==> src/rtl/usb_upload_arbiter.sv <==
// usb_upload_arbiter
// Round-robin arbiter that merges four byte-stream requesters into the single
// USB EP2 upload byte stream. Each grant can be framed by a two-byte header
// {HDR_SYNC, channel}, followed by up to MAX_BURST payload bytes.
//
// Build option: define USB_UPLOAD_ARB_HDR_EN to emit the header. Without it
// the FSM goes straight from IDLE to DATA and the stream is payload only.
//
// Ports:
//   i_clk, i_reset          clock (PHY_CLKOUT domain), synchronous active-high reset
//   i_req_valid/data/last   per-requester byte stream; requester n on data[8n+7:8n]
//   o_req_ready             per-requester accept (combinational, DATA state only)
//   i_upload_ready          downstream EP2 TX FIFO can take a byte this cycle
//   o_upload_data/valid     registered byte and single-cycle strobe to the uploader
//   o_busy                  high whenever the FSM is not in IDLE
//   o_active_ch             index of the most recently granted requester
module usb_upload_arbiter #(
  parameter int unsigned MAX_BURST = 512,
  parameter logic [7:0]  HDR_SYNC  = 8'hAA
) (
  input  logic        i_clk,
  input  logic        i_reset,
  input  logic [3:0]  i_req_valid,
  input  logic [31:0] i_req_data,
  input  logic [3:0]  i_req_last,
  output logic [3:0]  o_req_ready,
  input  logic        i_upload_ready,
  output logic [7:0]  o_upload_data,
  output logic        o_upload_valid,
  output logic        o_busy,
  output logic [1:0]  o_active_ch
);

  localparam int unsigned N_REQ = 4;
  localparam int unsigned CH_W  = 2;
  localparam int unsigned CNT_W = 12;

  typedef enum logic [1:0] {
    IDLE = 2'd0,
    HDR0 = 2'd1,
    HDR1 = 2'd2,
    DATA = 2'd3
  } state_e;

  state_e             state_q, state_d;
  logic [CH_W-1:0]    ptr_q, ptr_d;
  logic [CH_W-1:0]    ch_q, ch_d;
  logic [CNT_W-1:0]   cnt_q, cnt_d;
  logic [7:0]         data_q, data_d;
  logic               valid_q, valid_d;

  logic               grant_found;
  logic [CH_W-1:0]    grant_ch;
  logic [CH_W-1:0]    cand;
  logic [7:0]         sel_data;
  logic               sel_valid;
  logic               sel_last;
  logic               accept;
  logic [CNT_W-1:0]   cnt_inc;
  logic [3:0]         req_ready_c;

  // Round-robin search starting one past the last granted requester.
  always_comb begin
    grant_found = 1'b0;
    grant_ch    = ptr_q;
    cand        = ptr_q;
    for (int unsigned i = 1; i <= N_REQ; i++) begin
      cand = ptr_q + CH_W'(i);
      if (!grant_found && i_req_valid[cand]) begin
        grant_found = 1'b1;
        grant_ch    = cand;
      end
    end
  end

  assign sel_data  = i_req_data[{ch_q, 3'b000} +: 8];
  assign sel_valid = i_req_valid[ch_q];
  assign sel_last  = i_req_last[ch_q];
  assign accept    = (state_q == DATA) && sel_valid && i_upload_ready;
  assign cnt_inc   = cnt_q + CNT_W'(1);

  // Next-state and datapath.
  always_comb begin
    state_d     = state_q;
    ptr_d       = ptr_q;
    ch_d        = ch_q;
    cnt_d       = cnt_q;
    data_d      = data_q;
    valid_d     = 1'b0;
    req_ready_c = 4'b0000;
    unique case (state_q)
      IDLE: begin
        if (grant_found) begin
          ptr_d = grant_ch;
          ch_d  = grant_ch;
          cnt_d = '0;
`ifdef USB_UPLOAD_ARB_HDR_EN
          state_d = HDR0;
`else
          state_d = DATA;
`endif
        end
      end
      HDR0: begin
        if (i_upload_ready) begin
          data_d  = HDR_SYNC;
          valid_d = 1'b1;
          state_d = HDR1;
        end
      end
      HDR1: begin
        if (i_upload_ready) begin
          data_d  = 8'(ch_q);
          valid_d = 1'b1;
          state_d = DATA;
        end
      end
      DATA: begin
        req_ready_c[ch_q] = i_upload_ready;
        if (accept) begin
          data_d  = sel_data;
          valid_d = 1'b1;
          cnt_d   = cnt_inc;
          // End of packet or burst limit; leftover bytes wait for a later grant.
          if (sel_last || (cnt_inc == CNT_W'(MAX_BURST))) begin
            state_d = IDLE;
          end
        end
      end
      default: state_d = IDLE;
    endcase
  end

  // State and output registers.
  always_ff @(posedge i_clk) begin
    if (i_reset) begin
      state_q <= IDLE;
      ptr_q   <= CH_W'(3);
      ch_q    <= '0;
      cnt_q   <= '0;
      data_q  <= 8'h00;
      valid_q <= 1'b0;
    end else begin
      state_q <= state_d;
      ptr_q   <= ptr_d;
      ch_q    <= ch_d;
      cnt_q   <= cnt_d;
      data_q  <= data_d;
      valid_q <= valid_d;
    end
  end

  assign o_req_ready    = req_ready_c;
  assign o_upload_data  = data_q;
  assign o_upload_valid = valid_q;
  assign o_busy         = (state_q != IDLE);
  assign o_active_ch    = ch_q;

endmodule

==> config.mk <==
export PLATFORM = sky130hd
export DESIGN_NAME = usb_upload_arbiter
export DESIGN_NICKNAME = d
export VERILOG_FILES = /design/src/rtl/usb_upload_arbiter.sv
export SDC_FILE = /design/constraint.sdc
export NUM_CORES = 1
export LEC_CHECK = 0
export CAP_MARGIN = 15
export CORE_UTILIZATION = 46
export CTS_CLUSTER_DIAMETER = 30
export DETAILED_ROUTE_END_ITERATION = 10
export PLACE_DENSITY = 0.8
export SYNTH_ARGS = -nofsm -noshare
export SYNTH_HDL_FRONTEND = slang
export SYNTH_SLANG_ARGS = --single-unit
export TNS_END_PERCENT = 100
==> constraint.sdc <==
create_clock -name i_clk -period 2.47 [get_ports i_clk]
set_clock_uncertainty 0.1 [all_clocks]
set_input_delay 0.247 -clock i_clk [delete_from_list [all_inputs] [get_ports i_clk]]
set_output_delay 0.247 -clock i_clk [all_outputs]
set_load 0.01 [all_outputs]
==> results of run 1 <==
==> cell families (layout without fill, tap and decap cells) <==
kind of cell               after synthesis  in the layout
and+or+nand+nor                         85             85
AOI/OAI and AO/OA                       61             61
DFF                                     27             27
buffers and inverters                   23             82
muxes                                   12             12
adders and majority gates                8              8
xor gates and xnor gates                 5              5
==> worst max-delay path: cells and delay by family (launching register included) <==
kind,cells,cell delay [ns]
buffers and inverters,1,0.57
flip-flops,1,0.43
adder cells (fa/ha/maj),1,0.37
AND/OR/NAND/NOR,2,0.29
==> cell usage after synthesis (2+ instances only) <==
| cell type | count | area [µm²] |
|---|---|---|
| sky130_fd_sc_hd__a211oi_1 | 6 | 45.0 |
| sky130_fd_sc_hd__a21oi_1 | 24 | 120 |
| sky130_fd_sc_hd__a22oi_1 | 3 | 22.5 |
| sky130_fd_sc_hd__a311oi_1 | 3 | 26.3 |
| sky130_fd_sc_hd__and3_1 | 2 | 12.5 |
| sky130_fd_sc_hd__and3_4 | 2 | 22.5 |
| sky130_fd_sc_hd__buf_2 | 7 | 35.0 |
| sky130_fd_sc_hd__clkbuf_1 | 7 | 26.3 |
| sky130_fd_sc_hd__dfxtp_1 | 27 | 541 |
| sky130_fd_sc_hd__ha_1 | 8 | 100 |
| sky130_fd_sc_hd__inv_1 | 8 | 30.0 |
| sky130_fd_sc_hd__mux4_2 | 10 | 225 |
| sky130_fd_sc_hd__nand2_1 | 17 | 63.8 |
| sky130_fd_sc_hd__nand3_1 | 11 | 55.1 |
| sky130_fd_sc_hd__nand4_1 | 2 | 12.5 |
| sky130_fd_sc_hd__nor2_1 | 25 | 93.8 |
| sky130_fd_sc_hd__nor3_1 | 11 | 55.1 |
| sky130_fd_sc_hd__nor3b_1 | 5 | 37.5 |
| sky130_fd_sc_hd__o211ai_1 | 2 | 15.0 |
| sky130_fd_sc_hd__o21ai_0 | 13 | 65.1 |
| sky130_fd_sc_hd__or3_1 | 2 | 12.5 |
| sky130_fd_sc_hd__xnor2_1 | 4 | 35.0 |
==> metrics by stage <==
stage | power (mW) | cells | setup WS [ns] | util
6_report | 2.03 | 328 | 0.189 | 0.684
4_1_cts | 2.04 | 328 | 0.0185 | 0.682
3_3_place_gp | 1.75 | 324 | 0.201 | 0.669
2_1_floorplan | 1.36 | 221 | 0.259 | -
5_1_grt | 2.21 | 328 | 0.0250 | 0.684
3_5_place_dp | 1.77 | 324 | 0.122 | 0.669
==> cells in the final DEF (no fill, tap or decap), types with 4 or more instances in the layout <==
cell type,count
sky130_fd_sc_hd__nand2_1,17
sky130_fd_sc_hd__o21ai_0,13
sky130_fd_sc_hd__a21oi_1,24
sky130_fd_sc_hd__clkdlybuf4s50_1,58
sky130_fd_sc_hd__nor3b_1,5
sky130_fd_sc_hd__nand3_1,11
sky130_fd_sc_hd__nor3_1,11
sky130_fd_sc_hd__xnor2_1,4
sky130_fd_sc_hd__dfxtp_1,26
sky130_fd_sc_hd__ha_1,7
sky130_fd_sc_hd__nor2_1,24
sky130_fd_sc_hd__buf_4,12
sky130_fd_sc_hd__inv_1,8
sky130_fd_sc_hd__mux4_2,10
sky130_fd_sc_hd__a211oi_1,6
==> power groups by stage <==
stage               clock [mW]  sequential [mW]  combinational, mW
global placement             0            0.625               1.12
floorplan                    0            0.618              0.746
finish                   0.258            0.617               1.16
global route             0.286            0.635               1.29
detailed placement           0            0.625               1.15
CTS                      0.267            0.617               1.15
==> per-layer routing <==
metal / global-route usage / vias up
li1: - / 935
met4: 0.0625 / 0
met1: 0.298 / 853
met3: 0.0486 / 4
met2: 0.428 / 64
met5: 0 / -
==> flip-flops by register name, indices dropped and copies added (netlist names) <==
signal and flops:
ptr_q 2, o_upload_data 8, state_q 2, o_active_ch 2
o_upload_valid 1, cnt_q 12
==> worst paths after layout <==
check	to	startpoint	cells after the start	slack [ns]
min reg2reg	o_upload_data[2]	o_upload_data[2]	2	0.38
min	o_upload_data[2]	o_upload_data[2]	2	0.38
max	o_req_ready[2]	state_q[0]	4	0.19
max reg2reg	state_q[1]	cnt_q[1]	7	0.20
==> what timing repair did <==
item,CTS,global route
setup endpoints to repair,0,6
hold endpoints to repair,0,0
gates resized for setup,0,3
==> layout make-up <==
| cell class | count | area share |
|---|---|---|
| timing repair buffer | 70 | 0.262 |
| tap | 48 | 0.0234 |
| inverter | 8 | 0.0117 |
| multi-input combinational | 171 | 0.472 |
| sequential | 27 | 0.212 |
| clock buffer | 3 | 0.0161 |
| clock inverter | 1 | 0.00293 |
==> metrics.txt, run 1 <==
# TYPE chip_impl_metric gauge
chip_impl_info{name="outcome",value="finished clean"} 1
chip_impl_metric{name="pin_count_of_the_biggest_net_entering_global_routing",unit=""} 21
chip_impl_metric{name="postRouteAntennaNets",unit=""} 0
chip_impl_metric{name="worst-slew-pin-transition",unit="ns"} 0.464
chip_impl_metric{name="post_route_cells_drive_above_1_share",unit=""} 0.125
chip_impl_metric{name="power.ir.vdd_worst",unit="V"} 0.000477
chip_impl_metric{name="ctsHoldBuffers",unit=""} 0
chip_impl_metric{name="areaGrowthSynthToFinish",unit="%"} 39.2
chip_impl_metric{name="netlist_area",unit="mm²"} 0.00184
chip_impl_metric{name="worst_setup_hold_path_clk_slew",unit="ns"} 0.10
chip_impl_metric{name="post_detailed_routing_wire_length",unit="mm"} 4.63
chip_impl_metric{name="p_clk_frac",unit=""} 0.127
chip_impl_metric{name="routedLengthMet1",unit="mm"} 1.98
chip_impl_metric{name="layout.filler_cells",unit=""} 317
chip_impl_metric{name="post_synthesis_mean_instance_area",unit="µm²"} 8.33
chip_impl_metric{name="ys_async_sr_fraction",unit=""} 0
chip_impl_info{name="critical_path.endpoint_type",value="output port"} 1
chip_impl_metric{name="timing_max_transition_violations_final",unit=""} 0
chip_impl_metric{name="post_synth_edffs",unit=""} 0
chip_impl_metric{name="gp_congestion",unit=""} 0.885
chip_impl_metric{name="synth_fp_nets",unit=""} 272
chip_impl_metric{name="grt_pass1_wl",unit="mm"} 8.02
chip_impl_metric{name="vias",unit=""} 1856
chip_impl_metric{name="placeableCoreArea",unit="mm²"} 0.00374
chip_impl_info{name="rsz0062_at_grt",value="no"} 1
chip_impl_metric{name="net-switching-power",unit="mW"} 0.822
chip_impl_metric{name="synth_area_in_xor_xnor",unit=""} 0.0238
chip_impl_metric{name="layout.nets",unit=""} 332
chip_impl_metric{name="cp_max_fo",unit=""} 14
chip_impl_metric{name="vias_in_the_first_global_route",unit=""} 1794
chip_impl_metric{name="drv_cap",unit=""} 0
chip_impl_info{name="highest_layer",value="met4"} 1
chip_impl_metric{name="synth_simple_gate_area_frac",unit=""} 0.230
chip_impl_metric{name="p_sw_frac",unit=""} 0.405
chip_impl_metric{name="floorplan.initialDensity",unit=""} 0.492
chip_impl_metric{name="place.port_buffers",unit=""} 58
chip_impl_metric{name="fin_area",unit="mm²"} 0.00256
chip_impl_metric{name="grt_antenna_before_repair",unit=""} 0
chip_impl_metric{name="area.sequential",unit="µm²"} 542
chip_impl_metric{name="die_area",unit="mm²"} 0.00426
chip_impl_metric{name="leakage_dissipation",unit="nW"} 0.914
chip_impl_metric{name="first_iter_violations",unit=""} 86
chip_impl_metric{name="grt_use_total",unit=""} 0.243
chip_impl_metric{name="die_h",unit="µm"} 65.3
chip_impl_metric{name="multi_input_comb_area",unit="mm²"} 0.00121
chip_impl_metric{name="cellPowerDensity",unit="mW/mm²"} 793
chip_impl_metric{name="synth_adder_area_share",unit=""} 0.0544
chip_impl_metric{name="route.met2.wl",unit="mm"} 2.29
chip_impl_metric{name="final.setup.tns",unit="ns"} 0
chip_impl_info{name="cts-root-buf",value="sky130_fd_sc_hd__clkbuf_8"} 1
chip_impl_metric{name="internal-power",unit="mW"} 1.21
chip_impl_metric{name="clk_path_buf_depth",unit=""} 2
chip_impl_metric{name="post-route-min-period",unit="ns"} 2.28
chip_impl_metric{name="avgViaCountPerCell",unit=""} 5.66
chip_impl_info{name="ys.flop_type",value="sky130_fd_sc_hd__dfxtp_1"} 1
chip_impl_metric{name="critical-path-max-stage-delay",unit="ns"} 0.57
chip_impl_metric{name="finalHoldViolations",unit=""} 0
chip_impl_metric{name="tritoncts.num_buffers",unit=""} 3
chip_impl_metric{name="route.detailed.wl_per_inst",unit="µm"} 14.1
chip_impl_metric{name="share_seq_of_total_power",unit=""} 0.304
chip_impl_metric{name="yosysUniqueCellTypes",unit=""} 44
chip_impl_metric{name="drt_drc_violations_left",unit=""} 0
chip_impl_metric{name="count_of_buffers_added_by_post_cts_timing_repair_for_setup",unit=""} 0
chip_impl_metric{name="worstPathArrival",unit="ns"} 1.93
chip_impl_info{name="path_cells",value="ha_2 -> nand2_1 -> nor3_1 -> clkdlybuf4s50_1"} 1
chip_impl_metric{name="max_clock_freq",unit="MHz"} 438
chip_impl_metric{name="synth.yosys.warnings",unit=""} 0
chip_impl_metric{name="half_perimeter_wire_length_of_the_detailed_placement_result",unit="mm"} 3.62
chip_impl_metric{name="timing.max_slew.rel_slack",unit=""} 0.691
chip_impl_metric{name="wire_length_on_met3",unit="µm"} 325
chip_impl_metric{name="detail_route.first_pass.iterations",unit=""} 4
chip_impl_info{name="path_class",value="reg2out"} 1
chip_impl_metric{name="synth.yosys.seq_area_share",unit=""} 0.294
chip_impl_metric{name="htree_num_levels",unit=""} 1
chip_impl_metric{name="row_count",unit=""} 22
chip_impl_info{name="tritoncts",value="built"} 1
chip_impl_metric{name="syn-instance-count",unit=""} 221
chip_impl_metric{name="whs",unit="ns"} 0.380
chip_impl_info{name="min-delay-path-class",value="reg2reg"} 1
chip_impl_info{name="worstSetupStartpointType",value="flop"} 1
chip_impl_metric{name="antenna_cells",unit=""} 0
chip_impl_metric{name="die_x",unit="µm"} 65.3
chip_impl_metric{name="placement.cell_area",unit="mm²"} 0.00251
chip_impl_metric{name="boundaryPins",unit=""} 59
chip_impl_metric{name="critical_path_rt",unit="ns"} 2.12
chip_impl_metric{name="cts_num_sinks",unit=""} 27
chip_impl_metric{name="setup_viol",unit=""} 0
chip_impl_metric{name="global_route.overflow_total",unit=""} 0
chip_impl_metric{name="p_comb_frac",unit=""} 0.569
chip_impl_metric{name="source_to_sink_clock_delay_at_the_later_pin_of_the_worst_skew_pair",unit="ns"} 0.27
chip_impl_metric{name="min_period_over_period",unit=""} 0.924
chip_impl_metric{name="multiplexer_fraction_of_the_synthesized_cell_area",unit=""} 0.136
chip_impl_metric{name="ys_seq_elements",unit=""} 27
chip_impl_metric{name="synth-compound-area-share",unit=""} 0.211
chip_impl_info{name="worst_path_max_delay_cell",value="sky130_fd_sc_hd__clkdlybuf4s50_1"} 1
chip_impl_info{name="combinational_family_with_the_most_area_after_synthesis",value="simple AND/OR/NAND/NOR gates"} 1
(Power assumes the default switching activity.)
==> run 2, diff against run 1 <==
==> constraint.sdc (replaced) <==
create_clock -name i_clk -period 2.47 [get_ports i_clk]
set_clock_uncertainty 0.1 [all_clocks]
set_input_delay 0.247 -clock i_clk [delete_from_list [all_inputs] [get_ports i_clk]]
set_output_delay 0.247 -clock i_clk [all_outputs]
set_load 0.02 [all_outputs]
==> metrics.txt, run 2 (synthesis results as in run 1) <==
# TYPE chip_impl_metric gauge
chip_impl_metric{name="cp_max_fo",unit=""} 11
chip_impl_metric{name="dp_slack",unit="ns"} 0.101
chip_impl_metric{name="max_clock_freq",unit="MHz"} 437
chip_impl_metric{name="layout.filler_cells",unit=""} 302
chip_impl_metric{name="place.port_buffers",unit=""} 58
chip_impl_metric{name="min_period_over_period",unit=""} 0.926
chip_impl_metric{name="vias",unit=""} 1891
chip_impl_metric{name="detail_route.first_pass.iterations",unit=""} 4
chip_impl_info{name="worstSetupStartpointType",value="flop"} 1
chip_impl_metric{name="gp_congestion",unit=""} 0.856
chip_impl_metric{name="pin_count_of_the_biggest_net_entering_global_routing",unit=""} 21
chip_impl_metric{name="clk_path_buf_depth",unit=""} 2
chip_impl_metric{name="htree_num_levels",unit=""} 1
chip_impl_metric{name="post_detailed_routing_wire_length",unit="mm"} 4.72
chip_impl_metric{name="drv_cap",unit=""} 0
chip_impl_metric{name="timing.final.ws_setup",unit="ns"} 0.182
chip_impl_metric{name="postRouteAntennaNets",unit=""} 0
chip_impl_metric{name="placeableCoreArea",unit="mm²"} 0.00374
chip_impl_metric{name="post_cts_resize_count",unit=""} 0
chip_impl_metric{name="vias_in_the_first_global_route",unit=""} 1752
chip_impl_metric{name="placement.cell_area",unit="mm²"} 0.00251
chip_impl_metric{name="source_to_sink_clock_delay_at_the_later_pin_of_the_worst_skew_pair",unit="ns"} 0.28
chip_impl_info{name="path_class",value="reg2out"} 1
chip_impl_metric{name="whs",unit="ns"} 0.388
chip_impl_metric{name="setup_viol",unit=""} 0
chip_impl_metric{name="worst-slew-pin-transition",unit="ns"} 0.439
chip_impl_metric{name="tritoncts.num_buffers",unit=""} 3
chip_impl_metric{name="leakage_dissipation",unit="nW"} 0.917
chip_impl_info{name="rsz0062_at_grt",value="no"} 1
chip_impl_info{name="tritoncts",value="built"} 1
chip_impl_metric{name="cellPowerDensity",unit="mW/mm²"} 815
chip_impl_info{name="min-delay-path-class",value="reg2reg"} 1
chip_impl_metric{name="boundaryPins",unit=""} 59
chip_impl_metric{name="finalHoldViolations",unit=""} 0
chip_impl_metric{name="cts_num_sinks",unit=""} 27
chip_impl_metric{name="ctsHoldBuffers",unit=""} 0
chip_impl_metric{name="floorplan.initialDensity",unit=""} 0.492
chip_impl_metric{name="die_h",unit="µm"} 65.3
chip_impl_metric{name="largest_register_ffs",unit=""} 12
chip_impl_metric{name="drt_drc_violations_left",unit=""} 0
chip_impl_info{name="regMostFlops",value="cnt_q"} 1
chip_impl_metric{name="critical_path_rt",unit="ns"} 2.12
chip_impl_info{name="mostFrequentLayoutCell",value="sky130_fd_sc_hd__clkdlybuf4s50_1"} 1
chip_impl_metric{name="die_x",unit="µm"} 65.3
chip_impl_metric{name="first_iter_violations",unit=""} 122
chip_impl_metric{name="post_route_cells_drive_above_1_share",unit=""} 0.135
chip_impl_metric{name="timing_max_transition_violations_final",unit=""} 0
chip_impl_metric{name="worstPathArrival",unit="ns"} 1.94
chip_impl_metric{name="final.setup.tns",unit="ns"} 0
chip_impl_metric{name="areaGrowthSynthToFinish",unit="%"} 39.8
chip_impl_metric{name="grt_antenna_before_repair",unit=""} 0
chip_impl_info{name="layout.cells.most_common_list",value="sky130_fd_sc_hd__clkdlybuf4s50_1, sky130_fd_sc_hd__dfxtp_1, sky130_fd_sc_hd__nor2_1, sky130_fd_sc_hd__a21oi_1, sky130_fd_sc_hd__nand2_1"} 1
chip_impl_info{name="cts-root-buf",value="sky130_fd_sc_hd__clkbuf_8"} 1
chip_impl_metric{name="post-route-min-period",unit="ns"} 2.29
chip_impl_metric{name="half_perimeter_wire_length_of_the_detailed_placement_result",unit="mm"} 3.65
chip_impl_metric{name="antenna_cells",unit=""} 0
chip_impl_metric{name="route.detailed.wl_per_inst",unit="µm"} 14.4
chip_impl_metric{name="row_count",unit=""} 22
chip_impl_metric{name="fin_area",unit="mm²"} 0.00257
chip_impl_metric{name="die_area",unit="mm²"} 0.00426
chip_impl_metric{name="grt_pass1_wl",unit="mm"} 7.91
chip_impl_info{name="outcome",value="finished clean"} 1
chip_impl_info{name="critical_path.endpoint_type",value="output port"} 1
chip_impl_metric{name="count_of_buffers_added_by_post_cts_timing_repair_for_setup",unit=""} 0
chip_impl_metric{name="timing.max_slew.rel_slack",unit=""} 0.707
chip_impl_metric{name="power.ir.vdd_worst",unit="V"} 0.000394
chip_impl_metric{name="grt_use_total",unit=""} 0.243
chip_impl_metric{name="global_route.overflow_total",unit=""} 0
chip_impl_metric{name="avgViaCountPerCell",unit=""} 5.75
chip_impl_metric{name="post-layout-total-power",unit="mW"} 2.10
chip_impl_metric{name="layout.nets",unit=""} 333
chip_impl_metric{name="worst_setup_hold_path_clk_slew",unit="ns"} 0.10
run 2: cell types whose count changed in the layout (fill, tap and decap cells not counted), sizes merged:
cell | before | now
buf | 12 | 13
run 2: final cells by class:
type,instances,area (µm²),area share
tap,48,60.1,0.0233
inverter,8,30.0,0.0117
clock inverter,1,7.51,0.00292
sequential,27,543,0.211
clock buffer,3,41.3,0.0161
timing repair buffer,71,678,0.264
multi-input combinational,171,1210,0.471
run 2: through the flow:
step / cells / utilization
2_1_floorplan: 221 / -
6_report: 329 / 0.687
3_3_place_gp: 325 / 0.671
3_5_place_dp: 325 / 0.671
5_1_grt: 329 / 0.687
4_1_cts: 329 / 0.684
run 2: per-layer routing:
| metal | GRT usage | wire (µm) |
|---|---|---|
| met1 | 0.290 | 1970 |
| met3 | 0.0451 | 302 |
| met2 | 0.418 | 2330 |
| met5 | 0 | 0 |
| met4 | 0.111 | 121 |
run 2: final timing paths:
kind / from / to / slack [ns] / cells after the start
setup / recovery: state_q[0] / o_busy / 0.18 / 4
hold / removal: o_upload_data[6] / o_upload_data[6] / 0.39 / 2
setup reg to reg: cnt_q[1] / state_q[1] / 0.22 / 7
hold reg to reg: o_upload_data[6] / o_upload_data[6] / 0.39 / 2
run 2: report_power, final:
part | switching, mW | internal, mW
clock | 0.150 | 0.115
sequential | 0.0939 | 0.524
combinational | 0.633 | 0.580
total | 0.877 | 1.22
run 2: worst max-delay path, stage by stage (launching register included):
cell and delay (ns):
sky130_fd_sc_hd__dfxtp_1 0.43, sky130_fd_sc_hd__inv_1 0.11, sky130_fd_sc_hd__ha_1 0.37, sky130_fd_sc_hd__inv_1 0.12
sky130_fd_sc_hd__clkdlybuf4s50_1 0.63
==> run 3, diff against run 2 <==
--- a/config.mk
+++ b/config.mk
@@ -9,7 +9,7 @@
 export CORE_UTILIZATION = 46
 export CTS_CLUSTER_DIAMETER = 30
 export DETAILED_ROUTE_END_ITERATION = 10
-export PLACE_DENSITY = 0.8
+export DONT_BUFFER_PORTS = 1
 export SYNTH_ARGS = -nofsm -noshare
 export SYNTH_HDL_FRONTEND = slang
 export SYNTH_SLANG_ARGS = --single-unit
==> constraint.sdc (replaced) <==
create_clock -name i_clk -period 2.47 [get_ports i_clk]
set_clock_uncertainty 0.1 [all_clocks]
set_input_delay 0.3705 -clock i_clk [delete_from_list [all_inputs] [get_ports i_clk]]
set_output_delay 0.3705 -clock i_clk [all_outputs]
set_load 0.02 [all_outputs]
==> metrics.txt, run 3 (synthesis results as in run 1) <==
# TYPE chip_impl_metric gauge
chip_impl_info{name="outcome",value="finished clean"} 1
chip_impl_metric{name="worst_setup_hold_path_clk_slew",unit="ns"} 0.10
chip_impl_metric{name="first_iter_violations",unit=""} 102
chip_impl_metric{name="half_perimeter_wire_length_of_the_detailed_placement_result",unit="mm"} 3.46
chip_impl_metric{name="layout.filler_cells",unit=""} 377
chip_impl_metric{name="post_detailed_routing_wire_length",unit="mm"} 4.52
chip_impl_metric{name="layout.nets",unit=""} 273
chip_impl_metric{name="grt_pass1_wl",unit="mm"} 7.33
chip_impl_metric{name="p_sw_frac",unit=""} 0.442
chip_impl_metric{name="tritoncts.num_buffers",unit=""} 3
chip_impl_metric{name="cp_max_fo",unit=""} 7
chip_impl_metric{name="post-route-min-period",unit="ns"} 2.34
chip_impl_info{name="path_class",value="reg2reg"} 1
chip_impl_metric{name="min_period_over_period",unit=""} 0.948
chip_impl_info{name="rsz0062_at_grt",value="no"} 1
chip_impl_metric{name="htree_num_levels",unit=""} 1
chip_impl_metric{name="drv_cap",unit=""} 0
chip_impl_metric{name="share_seq_of_total_power",unit=""} 0.348
chip_impl_metric{name="setup_viol",unit=""} 0
chip_impl_metric{name="areaGrowthSynthToFinish",unit="%"} 6.93
chip_impl_metric{name="whs",unit="ns"} 0.0578
chip_impl_metric{name="setup.reg_to_reg.worst_slack",unit="ns"} 0.13
chip_impl_metric{name="detail_route.first_pass.iterations",unit=""} 4
chip_impl_info{name="min-delay-path-class",value="in2reg"} 1
chip_impl_metric{name="grt_use_total",unit=""} 0.222
chip_impl_metric{name="worst-slew-pin-transition",unit="ns"} 0.449
chip_impl_metric{name="floorplan.initialDensity",unit=""} 0.492
chip_impl_metric{name="finalHoldViolations",unit=""} 0
chip_impl_metric{name="leakage_dissipation",unit="nW"} 0.692
chip_impl_metric{name="die_area",unit="mm²"} 0.00426
chip_impl_metric{name="final.setup.tns",unit="ns"} 0
chip_impl_metric{name="avgViaCountPerCell",unit=""} 6.28
chip_impl_metric{name="pin_count_of_the_biggest_net_entering_global_routing",unit=""} 29
chip_impl_metric{name="clk_path_buf_depth",unit=""} 2
chip_impl_info{name="mostFrequentLayoutCell",value="sky130_fd_sc_hd__dfxtp_1"} 1
chip_impl_metric{name="count_of_buffers_added_by_post_cts_timing_repair_for_setup",unit=""} 0
chip_impl_metric{name="power.ir.vdd_worst",unit="V"} 0.000501
chip_impl_metric{name="placeableCoreArea",unit="mm²"} 0.00374
chip_impl_info{name="layout.cells.most_common_list",value="sky130_fd_sc_hd__dfxtp_1, sky130_fd_sc_hd__nor2_1, sky130_fd_sc_hd__a21oi_1, sky130_fd_sc_hd__nand2_1, sky130_fd_sc_hd__o21ai_0"} 1
chip_impl_metric{name="place.port_buffers",unit=""} 0
chip_impl_info{name="critical_path.endpoint_type",value="flop"} 1
chip_impl_metric{name="internal-power",unit="mW"} 1.05
chip_impl_metric{name="global_route.overflow_total",unit=""} 0
chip_impl_info{name="cts-root-buf",value="sky130_fd_sc_hd__clkbuf_8"} 1
chip_impl_metric{name="post_cts_resize_count",unit=""} 0
chip_impl_metric{name="cts_num_sinks",unit=""} 27
chip_impl_metric{name="timing.final.ws_setup",unit="ns"} 0.128
chip_impl_metric{name="row_count",unit=""} 22
chip_impl_metric{name="dpl_cells",unit=""} 265
chip_impl_metric{name="postRouteAntennaNets",unit=""} 0
chip_impl_metric{name="worstPathArrival",unit="ns"} 2.41
chip_impl_metric{name="p_clk_frac",unit=""} 0.137
chip_impl_info{name="tritoncts",value="built"} 1
chip_impl_metric{name="final-instance-count-excl-fill",unit=""} 269
chip_impl_metric{name="fin_area",unit="mm²"} 0.00197
chip_impl_metric{name="die_x",unit="µm"} 65.3
chip_impl_metric{name="ctsHoldBuffers",unit=""} 0
chip_impl_metric{name="area.sequential",unit="µm²"} 542
chip_impl_metric{name="placement.cell_area",unit="mm²"} 0.00192
chip_impl_metric{name="timing.max_slew.rel_slack",unit=""} 0.700
chip_impl_metric{name="post_route_cells_drive_above_1_share",unit=""} 0.145
chip_impl_metric{name="gp_congestion",unit=""} 0.831
chip_impl_info{name="worstSetupStartpointType",value="flop"} 1
chip_impl_metric{name="source_to_sink_clock_delay_at_the_later_pin_of_the_worst_skew_pair",unit="ns"} 0.27
chip_impl_metric{name="grt_antenna_before_repair",unit=""} 0
chip_impl_metric{name="largest_register_ffs",unit=""} 12
chip_impl_metric{name="cellPowerDensity",unit="mW/mm²"} 956
chip_impl_metric{name="drt_drc_violations_left",unit=""} 0
chip_impl_metric{name="vias_in_the_first_global_route",unit=""} 1600
chip_impl_metric{name="max_clock_freq",unit="MHz"} 427
chip_impl_info{name="regMostFlops",value="cnt_q"} 1
chip_impl_metric{name="post-layout-total-power",unit="mW"} 1.88
chip_impl_metric{name="p_comb_frac",unit=""} 0.516
chip_impl_metric{name="route.detailed.wl_per_inst",unit="µm"} 16.8
chip_impl_metric{name="net-switching-power",unit="mW"} 0.832
chip_impl_metric{name="multi_input_comb_area",unit="mm²"} 0.00120
chip_impl_metric{name="post-route-util",unit=""} 0.526
chip_impl_metric{name="timing_max_transition_violations_final",unit=""} 0
chip_impl_metric{name="dp_slack",unit="ns"} 0.0558
chip_impl_metric{name="antenna_cells",unit=""} 0
chip_impl_metric{name="critical_path_rt",unit="ns"} 2.54
chip_impl_metric{name="vias",unit=""} 1688
chip_impl_metric{name="die_h",unit="µm"} 65.3
chip_impl_metric{name="boundaryPins",unit=""} 59
## run 3: final timing paths
| check | end | startpoint | cells after the start |
|---|---|---|---|
| max | state_q[1] | cnt_q[1] | 7 |
| min | cnt_q[1] | i_reset | 1 |
| max reg2reg | state_q[1] | cnt_q[1] | 7 |
| min reg2reg | cnt_q[6] | cnt_q[6] | 2 |
## run 3: power groups by stage
stage	sequential (mW)	clock [mW]	combinational [mW]
6_report	0.654	0.257	0.971
3_5_place_dp	0.663	0	0.971
2_1_floorplan	0.657	0	0.756
5_1_grt	0.668	0.285	1.08
4_1_cts	0.655	0.267	0.972
3_3_place_gp	0.659	0	0.945
## run 3: critical path: stages, from the launching register on
cell and delay, ns:
sky130_fd_sc_hd__dfxtp_2 0.40, sky130_fd_sc_hd__ha_1 0.26, sky130_fd_sc_hd__and3_1 0.28, sky130_fd_sc_hd__and4_1 0.21
sky130_fd_sc_hd__o211ai_1 0.11, sky130_fd_sc_hd__a2111oi_2 0.42, sky130_fd_sc_hd__o31ai_1 0.16, sky130_fd_sc_hd__mux2_4 0.31
## run 3: final cells by class
class / count / area share
clock buffer: 3 / 0.0210
clock inverter: 1 / 0.00381
inverter: 8 / 0.0153
multi-input combinational: 171 / 0.612
sequential: 27 / 0.275
tap: 48 / 0.0305
timing repair buffer: 11 / 0.0420
## run 3: per-layer routing
layer,vias to the layer above,part of all wire,global-route usage,routed length [µm]
met5,-,0,0,0
li1,818,-,-,-
met4,0,0.013,0.0679,58
met2,72,0.49,0.405,2220
met1,794,0.41,0.256,1850
met3,4,0.086,0.0486,388
